[src/rtl/connect4_turn_controller.sv]
`default_nettype none
// ============================================================================
// Module : connect4_turn_controller
// Brief  : Turn sequencer for a 4x4 Connect4 board with a turn timer and win/draw detection.
// Rev    : 1.0
// ============================================================================
module connect4_turn_controller #(
  parameter int unsigned TURN_TIMEOUT = 50_000_000,
  parameter int unsigned CNT_W        = 26
) (
  input  logic        clk,
  input  logic        rst_n,
  input  logic        start_i,
  input  logic        col_valid_i,
  input  logic [1:0]  col_sel_i,
  input  logic [15:0] gameboard_i,
  input  logic [15:0] players_cells_i,
  output logic        col_ready_o,
  output logic [1:0]  state_o,
  output logic [4:0]  column_pos_o,
  output logic        move_reject_o,
  output logic        timeout_o,
  output logic [1:0]  winner_o,
  output logic [4:0]  move_count_o
);

  typedef enum logic [3:0] {
    IDLE      = 4'd0,
    RESTART   = 4'd1,
    P1_WAIT   = 4'd2,
    P1_COMMIT = 4'd3,
    P1_CHECK  = 4'd4,
    P2_WAIT   = 4'd5,
    P2_COMMIT = 4'd6,
    P2_CHECK  = 4'd7,
    END       = 4'd8
  } fsm_e;

  localparam logic             TIMER_EN   = (TURN_TIMEOUT != 0);
  localparam logic [CNT_W-1:0] TIMER_LAST = TIMER_EN ? CNT_W'(TURN_TIMEOUT - 1) : '0;
  localparam logic [4:0]       NO_WRITE   = 5'h1F;

  fsm_e             fsm_q, fsm_d;
  logic [CNT_W-1:0] timer_q, timer_d;
  logic [3:0]       cell_q, cell_d;
  logic [1:0]       state_q, state_d;
  logic [4:0]       pos_q, pos_d;
  logic             ready_q, ready_d;
  logic             reject_q, reject_d;
  logic             timeout_q, timeout_d;
  logic [1:0]       winner_q, winner_d;
  logic [4:0]       count_q, count_d;

  logic             p2_turn;
  logic [15:0]      owned;
  logic             col_full;
  logic [1:0]       drop_row;

  function automatic logic has_line(input logic [15:0] o);
    logic hit;
    hit = 1'b0;
    for (int i = 0; i < 4; i++) begin
      if (&o[4*i +: 4]) hit = 1'b1;
      if (o[i] && o[i+4] && o[i+8] && o[i+12]) hit = 1'b1;
    end
    if (o[0] && o[5] && o[10] && o[15]) hit = 1'b1;
    if (o[3] && o[6] && o[9]  && o[12]) hit = 1'b1;
    return hit;
  endfunction

  always_comb begin
    fsm_d     = fsm_q;
    timer_d   = timer_q;
    cell_d    = cell_q;
    winner_d  = winner_q;
    count_d   = count_q;
    reject_d  = 1'b0;
    timeout_d = 1'b0;

    p2_turn  = (fsm_q == P2_WAIT) || (fsm_q == P2_COMMIT) || (fsm_q == P2_CHECK);
    owned    = gameboard_i & (p2_turn ? players_cells_i : ~players_cells_i);
    col_full = gameboard_i[{2'b11, col_sel_i}];

    // Scan downward so the last hit is the lowest empty row
    drop_row = 2'd3;
    for (int r = 3; r >= 0; r--) begin
      if (!gameboard_i[{r[1:0], col_sel_i}]) drop_row = r[1:0];
    end

    case (fsm_q)
      IDLE: begin
        if (start_i) begin
          fsm_d    = P1_WAIT;
          timer_d  = '0;
          winner_d = 2'b00;
          count_d  = 5'd0;
        end
      end
      RESTART: fsm_d = P1_WAIT;
      P1_WAIT, P2_WAIT: begin
        if (col_valid_i && !col_full) begin
          fsm_d   = p2_turn ? P2_COMMIT : P1_COMMIT;
          cell_d  = {drop_row, col_sel_i};
          timer_d = '0;
          count_d = (count_q == 5'd16) ? count_q : count_q + 5'd1;
        end else begin
          reject_d = col_valid_i;
          if (TIMER_EN && (timer_q == TIMER_LAST)) begin
            timeout_d = 1'b1;
            timer_d   = '0;
            fsm_d     = p2_turn ? P1_WAIT : P2_WAIT;
          end else begin
            timer_d = TIMER_EN ? timer_q + CNT_W'(1) : '0;
          end
        end
      end
      P1_COMMIT: fsm_d = P1_CHECK;
      P2_COMMIT: fsm_d = P2_CHECK;
      P1_CHECK, P2_CHECK: begin
        if (has_line(owned)) begin
          winner_d = p2_turn ? 2'b10 : 2'b01;
          fsm_d    = END;
        end else if (count_q == 5'd16) begin
          winner_d = 2'b11;
          fsm_d    = END;
        end else begin
          timer_d = '0;
          fsm_d   = p2_turn ? P1_WAIT : P2_WAIT;
        end
      end
      END:     fsm_d = END;
      default: fsm_d = IDLE;
    endcase

    // A new-game request overrides whatever the current state decided
    if (start_i && (fsm_q != IDLE)) begin
      fsm_d     = RESTART;
      reject_d  = 1'b0;
      timeout_d = 1'b0;
      winner_d  = 2'b00;
      count_d   = 5'd0;
      timer_d   = '0;
    end

    state_d = 2'b00;
    ready_d = 1'b0;
    pos_d   = NO_WRITE;
    case (fsm_d)
      P1_WAIT:   begin state_d = 2'b01; ready_d = 1'b1; end
      P1_COMMIT: begin state_d = 2'b01; pos_d = {1'b0, cell_d}; end
      P1_CHECK:  state_d = 2'b01;
      P2_WAIT:   begin state_d = 2'b10; ready_d = 1'b1; end
      P2_COMMIT: begin state_d = 2'b10; pos_d = {1'b0, cell_d}; end
      P2_CHECK:  state_d = 2'b10;
      END:       state_d = 2'b11;
      default:   state_d = 2'b00;
    endcase
  end

  always_ff @(posedge clk or negedge rst_n) begin
    if (!rst_n) begin
      fsm_q     <= IDLE;
      timer_q   <= '0;
      cell_q    <= 4'd0;
      state_q   <= 2'b00;
      pos_q     <= NO_WRITE;
      ready_q   <= 1'b0;
      reject_q  <= 1'b0;
      timeout_q <= 1'b0;
      winner_q  <= 2'b00;
      count_q   <= 5'd0;
    end else begin
      fsm_q     <= fsm_d;
      timer_q   <= timer_d;
      cell_q    <= cell_d;
      state_q   <= state_d;
      pos_q     <= pos_d;
      ready_q   <= ready_d;
      reject_q  <= reject_d;
      timeout_q <= timeout_d;
      winner_q  <= winner_d;
      count_q   <= count_d;
    end
  end

  assign col_ready_o   = ready_q;
  assign state_o       = state_q;
  assign column_pos_o  = pos_q;
  assign move_reject_o = reject_q;
  assign timeout_o     = timeout_q;
  assign winner_o      = winner_q;
  assign move_count_o  = count_q;

endmodule
`default_nettype wire
[config.mk]
export PLATFORM = sky130hd
export DESIGN_NAME = connect4_turn_controller
export DESIGN_NICKNAME = d
export VERILOG_FILES = /design/src/rtl/connect4_turn_controller.sv
export SDC_FILE = /design/constraint.sdc
export NUM_CORES = 1
export LEC_CHECK = 0
export ABC_AREA = 1
export ABC_CLOCK_PERIOD_IN_PS = 2700
export BUFFER_PORTS_ARGS = -buffer_cell sky130_fd_sc_hd__buf_2
export CAP_MARGIN = 20
export CORE_MARGIN = 1.5
export CORE_UTILIZATION = 40
export DETAILED_ROUTE_END_ITERATION = 6
export PLACE_DENSITY_LB_ADDON = 0.25
export SKIP_CTS_REPAIR_TIMING = 1
export SYNTH_ARGS = -nofsm -noshare
export SYNTH_HDL_FRONTEND = slang
export SYNTH_SLANG_ARGS = --single-unit
[constraint.sdc]
create_clock -name clk -period 2.7 [get_ports clk]
set_input_delay 0 -clock clk [delete_from_list [all_inputs] [get_ports clk]]
set_output_delay 0 -clock clk [all_outputs]
set_load 0.1 [all_outputs]
==> results.md <==
- The run finished with clean final reports.
- Input and output buffers added on the ports amount to 54.
- The setup path with the least slack is of type reg -> reg.
- The standard cell core area is 9150 um^2.
- The net count of the mapped netlist is 589.
- For this run, asynchronously set or reset flops after synthesis account for 100%.
- After synthesis, the cell types taking the most area are sky130_fd_sc_hd__dfrtp_1 (31%), sky130_fd_sc_hd__nand2_1 (13%), sky130_fd_sc_hd__inv_1 (7.9%).
- The adder and majority cell fraction of the synthesized area is 1.00%.
- The library cell occupying the most area in the post-synthesis netlist is sky130_fd_sc_hd__dfrtp_1.
- The share of Yosys cell area claimed by the top area cell type is 30.8%.
- The worst hold path was traced through 3 stages.
- The total number of clock tree sinks is 51.
- The initial antenna violation count is 0.
- TritonCTS built the clock tree.
- The delay of the slowest critical-path stage is 0.46 ns.
- The reported max-cap violation count is 0.
- The setup check on the worst reg-to-reg path leaves a slack of 0.25 ns.
- The worst setup path is launched from a flop.
- The largest family of logic cells by synthesized area is simple AND/OR/NAND/NOR gates.
- The final antenna-violating net count is 0.
- The worst slew margin relative to its limit is 32.3%.
- The leading cell type by number of instances after synthesis is sky130_fd_sc_hd__nand2_1.
- The critical path endpoint category is a flop.
- The end point of the worst hold path is cell_q[1].
- The initial cell density of the core is between 40% and 50%.
- The die outline width is 99.7 um.
- The share of the Yosys chip area taken by registers is 34.3%.
- The die covers 9940 um^2.
- The area used by sequential logic in the layout is 1280 um^2.
- The maximum root-to-sink buffer count is 2.
- Setup repair after global routing left no endpoint under its margin.
- The area growth from synthesis to layout is 14.8%.
- The worst IR drop on VDD is 0.000774 V.
- The worst setup skew after layout is 0.0119 ns.
- The latest clock arrival within the worst-skew pair is 0.31 ns.
- The row count is 35.
- Cells with a size suffix above 1 make up 19.4% of the layout.
- The total CTS buffers is 5.
- The total area of multi-input combinational cells is 2070 um^2.
- The data required time of the critical path is between 2 and 3 ns.
- The worst register-to-register path begins at timer_q[0].
- The count of H-tree levels built during CTS is 2.
- The fill cell total of the finished layout is approximately 930.
- The number of enable-type register cells in the synthesized netlist is 0.
- The via count of the first global-routing pass is around 3400.
- For this design, the slowest cell found on the critical path is sky130_fd_sc_hd__dfrtp_2.
- The total overflow left after global routing is 0.
- Broken down by cell family, the worst path's largest delay share belongs to simple AND/OR/NAND/NOR gates.
- The first global-routing pass estimated approximately 17 mm of wire.
- The register bit count reported by yosys is 51.
- The first-pass iteration count of the detailed router is 5.
- Counting instances in the post-synthesis netlist gives the leading cell types as sky130_fd_sc_hd__nand2_1 (126), sky130_fd_sc_hd__inv_1 (79), sky130_fd_sc_hd__nor2_1 (74).
- Across every metal layer, demand over resource in global routing totals approximately a fifth.
- Setup violations remaining at the end of the flow were counted as 0.
- The worst-margin pin slew is 1.02 ns.
- The class of the most critical hold timing path is in -> reg.
- The aggregate routed wire length is 10.0 mm.
- Entering global routing, the biggest net connects 48 pins.
- The final layout contains 648 nets.
- The arrival time at the worst endpoint is roughly 2.7 ns.
- The leakage component of the power is 0.00204 uW.
- The routed design could run at a clock period as short as 2.45 ns.
- The power per cell area is 690 nW/um^2.
- Static timing analysis puts the maximum clock frequency at ~0.41 GHz.
- The average wire per standard cell is 14.0 um.
- The overall power after layout is between 2000 and 3000 uW.
- The number of cells on the worst reg-to-reg path is 12.
- The root buffer selected by CTS is sky130_fd_sc_hd__clkbuf_8.
- The worst hold path begins at col_sel_i[1].
- The share of cell area taken by muxes after synthesis is 0%.
- The combined area of all synthesized cells is 3740 um^2.
- The number of antenna diodes in the final layout is 0.
- The dominant synthesized flop cell is sky130_fd_sc_hd__dfrtp_1.
- The count of endpoints failing hold in the final timing report is 0.
- The count of synthesis-stage warnings from yosys is 0.
- The total negative slack is 0 ns.
- Walking the worst path, the cells encountered are ha_1 -> nand2_2 -> nor3_4 -> nand2_1 -> nor3_2 -> nor2_2 -> o211ai_1 -> nand3_1 -> nor2_2 -> nand2_2 -> nand2_4 -> nand2_1.
- In this run the worst path has a maximum fanout of 9.
- After technology mapping, the gate count stands at 548.
- The share of the clock period used by the worst path is 90.7%.
- The via count is 3768.
- The complex-gate fraction of the synthesized area is 13.9%.
- The HPWL after detailed placement is roughly 7.8 mm.
- The floorplan step set the die height to approximately 100 um.
- After detailed routing, the number of vias per cell comes to 5.24.
- The first routing iteration left 328 violations.
- For this run, design rule violations remaining after detail routing come to 0.
- At the end of routability-driven placement, the weighted congestion stood at 0.951.
- Of the total synthesized cell area, the portion taken by AND, OR, NAND and NOR gates is 38.6%.
- Of the total synthesized cell area, the portion taken by XOR and XNOR cells is 1.64%.
- The critical path runs through a total of 12 cells.
- The distinct cell type count after synthesis is between 40 and 50.
- After clock tree synthesis, the clock-pin slew on the worst setup and hold paths is 0.10 ns.
- Pin placement for this block handled 55 I/O pins.
- The average instance in the mapped netlist occupies 6.82 um^2.
- The number of buffer and inverter instances along the worst setup path is 0.
- The endpoint of the worst-slack reg-to-reg timing path is column_pos_o[1].
- The final-report max-slew violation count is 0.
tightest hold or removal path, stage by stage:
cell	delay, ns
sky130_fd_sc_hd__buf_2	0.13
sky130_fd_sc_hd__o21ai_0	0.13
sky130_fd_sc_hd__inv_1	0.07
registers in the layout, summed over array words and instances, names as in the netlist:
| name | flops |
|---|---|
| column_pos_o | 5 |
| col_ready_o | 1 |
| move_count_o | 5 |
| winner_o | 2 |
| state_o | 2 |
| cell_q | 4 |
| timer_q | 26 |
| move_reject_o | 1 |
| timeout_o | 1 |
| fsm_q | 4 |
power by group:
| part | internal [uW] | switching (uW) |
|---|---|---|
| combinational | 333 | 1120 |
| clock | 300 | 257 |
| sequential | 889 | 68.8 |
| total | 1520 | 1440 |
metal layers:
metal	up-vias	part of all wire [%]	track usage, %
met3	7	4.9	2.67
met4	0	0.85	4.88
met5	-	0	0
met2	95	44	31.1
li1	1906	-	-
met1	1760	50	31.5
cells in the final DEF, fill, tap and decap left out, types with 4 or more instances in the layout:
cell	count
sky130_fd_sc_hd__nor4_1	6
sky130_fd_sc_hd__dfrtp_1	44
sky130_fd_sc_hd__or2_2	4
sky130_fd_sc_hd__a21oi_1	8
sky130_fd_sc_hd__inv_2	5
sky130_fd_sc_hd__clkbuf_8	6
sky130_fd_sc_hd__nand2_2	8
sky130_fd_sc_hd__o211ai_1	4
sky130_fd_sc_hd__nand2_1	126
sky130_fd_sc_hd__o41ai_1	11
sky130_fd_sc_hd__nor2_2	7
sky130_fd_sc_hd__dfstp_2	5
sky130_fd_sc_hd__buf_2	54
sky130_fd_sc_hd__nor3_1	10
sky130_fd_sc_hd__xor2_1	5
sky130_fd_sc_hd__nand3_1	50
sky130_fd_sc_hd__buf_4	6
sky130_fd_sc_hd__nand4_1	13
sky130_fd_sc_hd__inv_1	79
sky130_fd_sc_hd__nor2_1	74
sky130_fd_sc_hd__o21ai_0	32
logic make-up (layout without fill, tap and decap cells):
kind of cell / after synthesis / after routing
compound gates: 78 / 78
xor+xnor: 7 / 7
fa+ha+maj: 3 / 3
buf+inv: 96 / 156
flops: 51 / 51
simple gates: 313 / 313
worst max path at each step:
stage / startpoint / end / slack (ns)
after global routing: fsm_q[3] / timer_q[17] / 0.02
after detailed placement: timer_q[0] / column_pos_o[3] / 0.19
after floorplan: move_count_o[0] / column_pos_o[0] / 0.38
after CTS: timer_q[0] / column_pos_o[2] / 0.16
after global placement: timer_q[0] / column_pos_o[1] / 0.33
final: timer_q[0] / column_pos_o[1] / 0.25
metrics by stage:
stage          area [um^2]  utilization, %  std cells  hold slack, ns  setup slack (ns)
2_1_floorplan         3740               -        548          -0.296             0.381
3_3_place_gp          4110            44.9        707           0.248             0.334
3_5_place_dp          4110            44.9        707           0.245             0.185
4_1_cts               4230            46.2        715         -0.0824             0.156
5_1_grt               4290            46.9        719          0.0784            0.0228
6_report              4290            46.9        719          0.0658             0.250
cell type report:
cell class / instances / share of cell area (%)
Multi-Input combinational cell: 401 / 48.2
Sequential cell: 51 / 29.9
Timing Repair Buffer: 64 / 8.51
Inverter: 84 / 7.35
Tap cell: 111 / 3.24
Clock buffer: 6 / 1.92
Clock inverter: 2 / 0.816
(Power assumes the default switching activity.)
